**src/rtl/disp_pkg.sv**
```systemverilog
// Shared constants and helpers for the date/time seven-segment scanner.
// Segment patterns are active-high {g,f,e,d,c,b,a}; polarity is applied
// only when the top level loads its pin registers.
package disp_pkg;

  // Slot indices, leftmost digit first
  localparam logic [1:0] SLOT_L  = 2'd3;
  localparam logic [1:0] SLOT_ML = 2'd2;
  localparam logic [1:0] SLOT_MR = 2'd1;
  localparam logic [1:0] SLOT_R  = 2'd0;

  // Active-high segment patterns {g,f,e,d,c,b,a}
  localparam logic [6:0] SEG_0    = 7'h3F;
  localparam logic [6:0] SEG_1    = 7'h06;
  localparam logic [6:0] SEG_2    = 7'h5B;
  localparam logic [6:0] SEG_3    = 7'h4F;
  localparam logic [6:0] SEG_4    = 7'h66;
  localparam logic [6:0] SEG_5    = 7'h6D;
  localparam logic [6:0] SEG_6    = 7'h7D;
  localparam logic [6:0] SEG_7    = 7'h07;
  localparam logic [6:0] SEG_8    = 7'h7F;
  localparam logic [6:0] SEG_9    = 7'h6F;
  localparam logic [6:0] SEG_DASH = 7'h40;
  localparam logic [6:0] SEG_OFF  = 7'h00;

  // Convert an active-high segment vector to pin polarity
  function automatic logic [6:0] pol_seg(input logic [6:0] v, input logic act_low);
    return act_low ? ~v : v;
  endfunction

  // Convert an active-high anode vector to pin polarity
  function automatic logic [3:0] pol_an(input logic [3:0] v, input logic act_low);
    return act_low ? ~v : v;
  endfunction

  // Convert an active-high single pin to pin polarity
  function automatic logic pol_bit(input logic v, input logic act_low);
    return act_low ? ~v : v;
  endfunction

endpackage

```
**src/rtl/bcd_to_seg.sv**
```systemverilog
// Combinational BCD digit to active-high seven-segment pattern.
// Non-decimal codes render as a dash so corrupt counter values stay visible.
module bcd_to_seg
  import disp_pkg::*;
(
  input  logic [3:0] bcd,
  output logic [6:0] seg
);

  // Table lookup of the segment pattern for one digit
  always_comb begin
    seg = SEG_DASH;
    case (bcd)
      4'd0:    seg = SEG_0;
      4'd1:    seg = SEG_1;
      4'd2:    seg = SEG_2;
      4'd3:    seg = SEG_3;
      4'd4:    seg = SEG_4;
      4'd5:    seg = SEG_5;
      4'd6:    seg = SEG_6;
      4'd7:    seg = SEG_7;
      4'd8:    seg = SEG_8;
      4'd9:    seg = SEG_9;
      default: seg = SEG_DASH;
    endcase
  end

endmodule

```
**src/rtl/date_display_scan.sv**
```systemverilog
// Four-digit multiplexed seven-segment scanner for the date (MM.DD) and
// time (HH:MM) digit buses. Digits are captured once per frame so a frame
// never mixes old and new values. Pin registers are loaded from the
// next-state values, so the pins always describe the current slot/prescaler
// position with no extra cycle of lag.
module date_display_scan
  import disp_pkg::*;
#(
  parameter int REFRESH_DIV = 100000,
  parameter int GUARD       = 64,
  parameter int BLINK_SLOTS = 250,
  parameter int ACTIVE_LOW  = 1
) (
  input  logic       clk,
  input  logic       rst_n,
  input  logic       disp_sel,
  input  logic [3:0] d_mm1,
  input  logic [3:0] d_mm2,
  input  logic [3:0] d_dd1,
  input  logic [3:0] d_dd2,
  input  logic [3:0] t_hh1,
  input  logic [3:0] t_hh2,
  input  logic [3:0] t_mi1,
  input  logic [3:0] t_mi2,
  input  logic [3:0] blink_en,
  input  logic       lz_blank,
  output logic [3:0] an,
  output logic [6:0] seg,
  output logic       dp
);

  localparam int CW = (REFRESH_DIV > 1) ? $clog2(REFRESH_DIV) : 1;
  localparam int BW = (BLINK_SLOTS > 1) ? $clog2(BLINK_SLOTS) : 1;
  localparam logic [CW-1:0] CNT_MAX    = CW'(REFRESH_DIV - 1);
  localparam logic [CW-1:0] GUARD_V    = CW'(GUARD);
  localparam logic [BW-1:0] BLINK_LAST = BW'(BLINK_SLOTS - 1);
  localparam logic          AL         = (ACTIVE_LOW != 0);

  logic [CW-1:0] cnt_r, cnt_nxt_s;
  logic [1:0]    slot_r, slot_nxt_s;
  logic [BW-1:0] bcnt_r, bcnt_nxt_s;
  logic          phase_r, phase_nxt_s;
  logic [15:0]   latch_r, latch_nxt_s;
  logic          mode_r, mode_nxt_s;
  logic          wrap_s;

  logic [3:0]    digit_s;
  logic [6:0]    pat_s;
  logic          guard_s;
  logic          blank_s;
  logic [3:0]    an_h_s;
  logic [6:0]    seg_h_s;
  logic          dp_h_s;

  logic [3:0]    an_r;
  logic [6:0]    seg_r;
  logic          dp_r;

  // Next-state for prescaler, slot index, blink phase and frame latch
  always_comb begin
    wrap_s      = (cnt_r == CNT_MAX);
    cnt_nxt_s   = cnt_r;
    slot_nxt_s  = slot_r;
    bcnt_nxt_s  = bcnt_r;
    phase_nxt_s = phase_r;
    latch_nxt_s = latch_r;
    mode_nxt_s  = mode_r;
    if (wrap_s) begin
      cnt_nxt_s  = '0;
      // 2-bit decrement wraps 0 back to 3
      slot_nxt_s = slot_r - 2'd1;
      if (slot_r == SLOT_R) begin
        // Start of a new frame: capture the whole selected source at once
        latch_nxt_s = disp_sel ? {t_hh1, t_hh2, t_mi1, t_mi2}
                               : {d_mm1, d_mm2, d_dd1, d_dd2};
        mode_nxt_s  = disp_sel;
      end else begin
        latch_nxt_s = latch_r;
        mode_nxt_s  = mode_r;
      end
      if (slot_r == SLOT_L) begin
        // Blink cadence advances once per leftmost-slot completion
        if (bcnt_r == BLINK_LAST) begin
          bcnt_nxt_s  = '0;
          phase_nxt_s = ~phase_r;
        end else begin
          bcnt_nxt_s  = bcnt_r + BW'(1);
          phase_nxt_s = phase_r;
        end
      end else begin
        bcnt_nxt_s  = bcnt_r;
        phase_nxt_s = phase_r;
      end
    end else begin
      cnt_nxt_s  = cnt_r + CW'(1);
      slot_nxt_s = slot_r;
    end
  end

  // Select the latched digit belonging to the upcoming slot
  always_comb begin
    digit_s = 4'h0;
    case (slot_nxt_s)
      SLOT_L:  digit_s = latch_nxt_s[15:12];
      SLOT_ML: digit_s = latch_nxt_s[11:8];
      SLOT_MR: digit_s = latch_nxt_s[7:4];
      SLOT_R:  digit_s = latch_nxt_s[3:0];
      default: digit_s = 4'h0;
    endcase
  end

  bcd_to_seg u_bcd_to_seg (
    .bcd (digit_s),
    .seg (pat_s)
  );

  // Active-high pin values: guard first, then blanking, then normal drive
  always_comb begin
    guard_s = (cnt_nxt_s < GUARD_V);
    blank_s = (phase_nxt_s && blink_en[slot_nxt_s]) ||
              ((slot_nxt_s == SLOT_L) && lz_blank && (digit_s == 4'd0));
    an_h_s  = 4'b0000;
    seg_h_s = SEG_OFF;
    dp_h_s  = 1'b0;
    if (guard_s) begin
      an_h_s  = 4'b0000;
      seg_h_s = SEG_OFF;
      dp_h_s  = 1'b0;
    end else begin
      an_h_s  = 4'b0001 << slot_nxt_s;
      seg_h_s = blank_s ? SEG_OFF : pat_s;
      // Date: fixed point after MM; time: colon flashes against blink phase
      dp_h_s  = (slot_nxt_s == SLOT_ML) && (!mode_nxt_s || !phase_nxt_s);
    end
  end

  // Scan state registers
  always_ff @(posedge clk or negedge rst_n) begin
    if (!rst_n) begin
      cnt_r   <= '0;
      slot_r  <= SLOT_L;
      bcnt_r  <= '0;
      phase_r <= 1'b0;
      latch_r <= 16'h0000;
      mode_r  <= 1'b0;
    end else begin
      cnt_r   <= cnt_nxt_s;
      slot_r  <= slot_nxt_s;
      bcnt_r  <= bcnt_nxt_s;
      phase_r <= phase_nxt_s;
      latch_r <= latch_nxt_s;
      mode_r  <= mode_nxt_s;
    end
  end

  // Pin registers with polarity applied; reset forces every pin inactive
  always_ff @(posedge clk or negedge rst_n) begin
    if (!rst_n) begin
      an_r  <= pol_an(4'b0000, AL);
      seg_r <= pol_seg(SEG_OFF, AL);
      dp_r  <= pol_bit(1'b0, AL);
    end else begin
      an_r  <= pol_an(an_h_s, AL);
      seg_r <= pol_seg(seg_h_s, AL);
      dp_r  <= pol_bit(dp_h_s, AL);
    end
  end

  assign an  = an_r;
  assign seg = seg_r;
  assign dp  = dp_r;

endmodule
```
**config.mk**
```make
export PLATFORM = sky130hd
export DESIGN_NAME = date_display_scan
export DESIGN_NICKNAME = d
export VERILOG_FILES = /design/src/rtl/disp_pkg.sv /design/src/rtl/bcd_to_seg.sv /design/src/rtl/date_display_scan.sv
export SDC_FILE = /design/constraint.sdc
export NUM_CORES = 1
export LEC_CHECK = 0
export CAP_MARGIN = 20
export CORE_MARGIN = 3
export CORE_UTILIZATION = 49
export CTS_CLUSTER_DIAMETER = 50
export DETAILED_ROUTE_END_ITERATION = 10
export PLACE_DENSITY = 0.83
export SYNTH_ARGS = -nofsm -noshare
export SYNTH_HDL_FRONTEND = slang
export SYNTH_SLANG_ARGS = --single-unit
export TNS_END_PERCENT = 30
```
**constraint.sdc**
```tcl
create_clock -name clk -period 3.15 [get_ports clk]
set_input_delay 0.945 -clock clk [delete_from_list [all_inputs] [get_ports clk]]
set_output_delay 0.945 -clock clk [all_outputs]
set_load 0.005 [all_outputs]
```
==> impl_metrics.toml <==
[timing]
layout_setup_ws_ns = 0.0793
timing.final.crit_period_ns = 3.07
finalSetupViolations = 0
final_min_period_over_clock_period = 0.975
hold_violations = 0
max_slew_margin = 0.581
skew_final_ns = 0.00728
worst_slew_pin_slew_ns = 0.622
max_freq_mhz = 326
timing.final.max_slew_violations = 0

[synth]
synth-async-reset-ratio = 1.00
yosysWarnings = 0
syn-num-nets = 383
synth_seq_cells = 57
synth_edf_count = 0
synth_area_per_cell_um2 = 10.1
seq_area_frac_synth = 0.429
yosys.cell_types.count = 56
syn_inst = 333
yosys_most_used_dff = "dfrtp_1"
synth.cell_area_mm2 = 0.00337

[routing]
drcViolationCount = 0
first_iter_violations = 154
wl_met1_um = 3460
routed-wl-met3_um = 439
post_drt_wl_per_cell_um = 16.7
drtAntennaViolNets = 0
wl_um = 8430
via_count = 2924
detailedRoute.firstPassIterationCount = 4
met2_wirelength_um = 4330
routed_via_density = 5.79
top_signal_layer_used = "met4"

[global_routing]
global_route.overflow_total = 0
maximum_number_of_pins_on_one_net_before_global_route_repair = 35
total_grt_usage = 0.213
wire_length_of_the_first_global_routing_pass_um = 12800
number_of_antenna_violations_at_the_first_check_in_global_routing = 0
grt_pass1_vias = 2698

[floorplanning]
die_x_um = 88.9
die_area_mm2 = 0.00791
core.rowCount = 29
core_area_mm2 = 0.00649
initial_core_utilization = 0.519
die_y_um = 88.9
top_level_ports = 52

[min_path]
holdCritPathClass = "flop to flop"
timing.hold.worst.start = "bcnt_r[7]"
whs_endpoint = "bcnt_r[7]"
hold_path_depth = 1

[place]
gp_congestion = 0.888
hpwl_um = 5830
detailedPlace.worstSlack_ns = -0.585
port_buffers = 51

[power]
share_clk_of_total_power = 0.457
worst_ir_drop_vdd_mv = 0.332
switchingPower_mw = 0.329
seq_power_share = 0.480
p_int_mw = 1.20
netSwitchingFraction = 0.215
static-leakage-power_nw = 1.97
power-per-cell-area_mw_per_mm2 = 342
combPwrFrac = 0.063

[setup_path]
reg2reg_setup_slack_ns = 0.08
timing.setup.critical_path_class = "flop to flop"
timing.critical_path.to_type = "flop"
timing.critical_path.required_ns = 3.40
critPathLaunchType = "flop"
crit-reg2reg-capture = "seg[3]"
reg2regPathDepth = 13
critical_path.max_fanout = 7
timing.rr.start = "cnt_r[8]"
worstPathArrival_ns = 3.32
crit_startpoint = "cnt_r[8]"

[run]
cap_viol_max_count = 0

[cells_and_area]
diodes = 0
drive_gt1_frac = 0.262
nNetsFinal = 473
area_growth_pct = 32.6
post-route-util = 0.688
filler_cell_count = 461

[outcome]
status = "completed"

[clock_network]
cts.htree.levels = 3
cts.reportedPaths.clkPinSlew_ns = 0.07
clk_latency_ns = 0.34
clock_sink_count = 57
clk_buf_depth = 2
cts-buffers-inserted = 9
cts_tree = "built"
clock_tree.root_cell = "clkbuf_8"
[critical path, stage by stage (launching register included)]
cell and delay, ns:
dfrtp_2 0.44, nor4b_4 0.40, nand4_4 0.21, buf_12 0.18, xnor2_4 0.27, a211oi_1 0.10, or4_4 0.57, clkinv_1 0.07
ha_1 0.15, nand2_1 0.06, nor3_2 0.12, a211oi_2 0.09, buf_4 0.20, o211ai_1 0.11
[power by group through the flow]
stage	logic [mW]	registers [mW]	clock network, mW
floorplan	0.0257	0.747	0
global placement	0.0950	0.747	0
detailed placement	0.0966	0.747	0
CTS	0.0966	0.734	0.709
global route	0.103	0.733	0.742
finish	0.0963	0.734	0.700
[area by class of cell]
class                   count  area [um^2]  share of cell area
well taps                  77         96.3              0.0216
clock buffers              13          159              0.0356
clock inverters             3         40.0             0.00896
repair buffers             93          848               0.190
inverters                  19         71.3              0.0160
flip-flops and latches     57         1450               0.323
multi-input cells         243         1810               0.405
[through the flow]
step           setup TNS [ns]  cell area [um^2]  cells  total power, mW  hold slack (ns)
2_1_floorplan               0              3370    333            0.772            0.437
3_3_place_gp            -2.47              4140    479            0.842            0.457
3_5_place_dp            -3.80              4140    479            0.843            0.466
4_1_cts                     0              4350    496             1.54            0.482
5_1_grt                -0.148              4470    505             1.58            0.502
6_report                    0              4470    505             1.53            0.482
[worst max-delay path by stage]
stage	end	cells past startpoint	slack, ns
2_1_floorplan	seg[5]	12	0.05
3_3_place_gp	seg[4]	11	-0.38
3_5_place_dp	seg[3]	11	-0.59
4_1_cts	seg[3]	13	0.02
5_1_grt	seg[3]	13	-0.05
6_report	seg[3]	13	0.08
[kinds of logic after synthesis]
logic type,after synthesis,synth area share
buffers and inverters,33,0.0453
AND/OR/NAND/NOR,114,0.183
AO/OA/AOI/OAI,68,0.140
multiplexers,33,0.114
flip-flops,57,0.429
XOR/XNOR,18,0.0524
adder cells (fa/ha/maj),10,0.0371
[Yosys cell counts, drive strengths merged (7+ instances only)]
cell,n,area share
nand2,29,0.032
xor2,11,0.029
ha,10,0.037
mux2i,19,0.060
buf,10,0.019
inv,18,0.020
mux2,12,0.040
o21ai,31,0.049
xnor2,7,0.024
nand3,20,0.030
nor2,25,0.028
dfstp,14,0.11
a211oi,9,0.023
dfrtp,43,0.32
[sequential cells by signal, summed over array words and instances (netlist names)]
signal and cells:
an 4, cnt_r 17, dp 1, slot_r 2
latch_r 16, bcnt_r 8, mode_r 1, seg 7
phase_r 1
[timing repair]
item / in CTS / in global routing
setup buffers: 1 / 9
hold buffers: 0 / 0
setup endpoints to repair: 7 / 7
cloned: 0 / 0
pin swaps: 2 / 3
resized for setup: 1 / 18
[routing by layer]
layer,vias to the layer above,track usage
met1,1421,0.277
met2,89,0.339
li1,1392,-
met5,-,0
met4,0,0.0797
met3,22,0.0590
[cell usage in the layout, fill, tap and decap left out, types with 4 or more instances in the layout]
cell,synthesis,layout
clkbuf_8,0,11
o31ai_1,5,5
mux2i_1,18,18
o21ai_1,2,5
or3_1,6,6
a211oi_2,2,5
nand4_1,5,5
mux2_2,12,12
nor2_1,25,25
dfrtp_1,43,42
o21ai_0,28,22
ha_1,10,10
nand2_1,29,28
inv_1,16,16
xnor2_1,6,6
buf_4,1,39
nand3_1,20,20
clkdlybuf4s50_1,0,49
dfstp_2,14,14
a211oi_1,7,4
xor2_1,11,11
a31oi_1,4,4
and3_1,6,6
(Power assumes the default switching activity.)
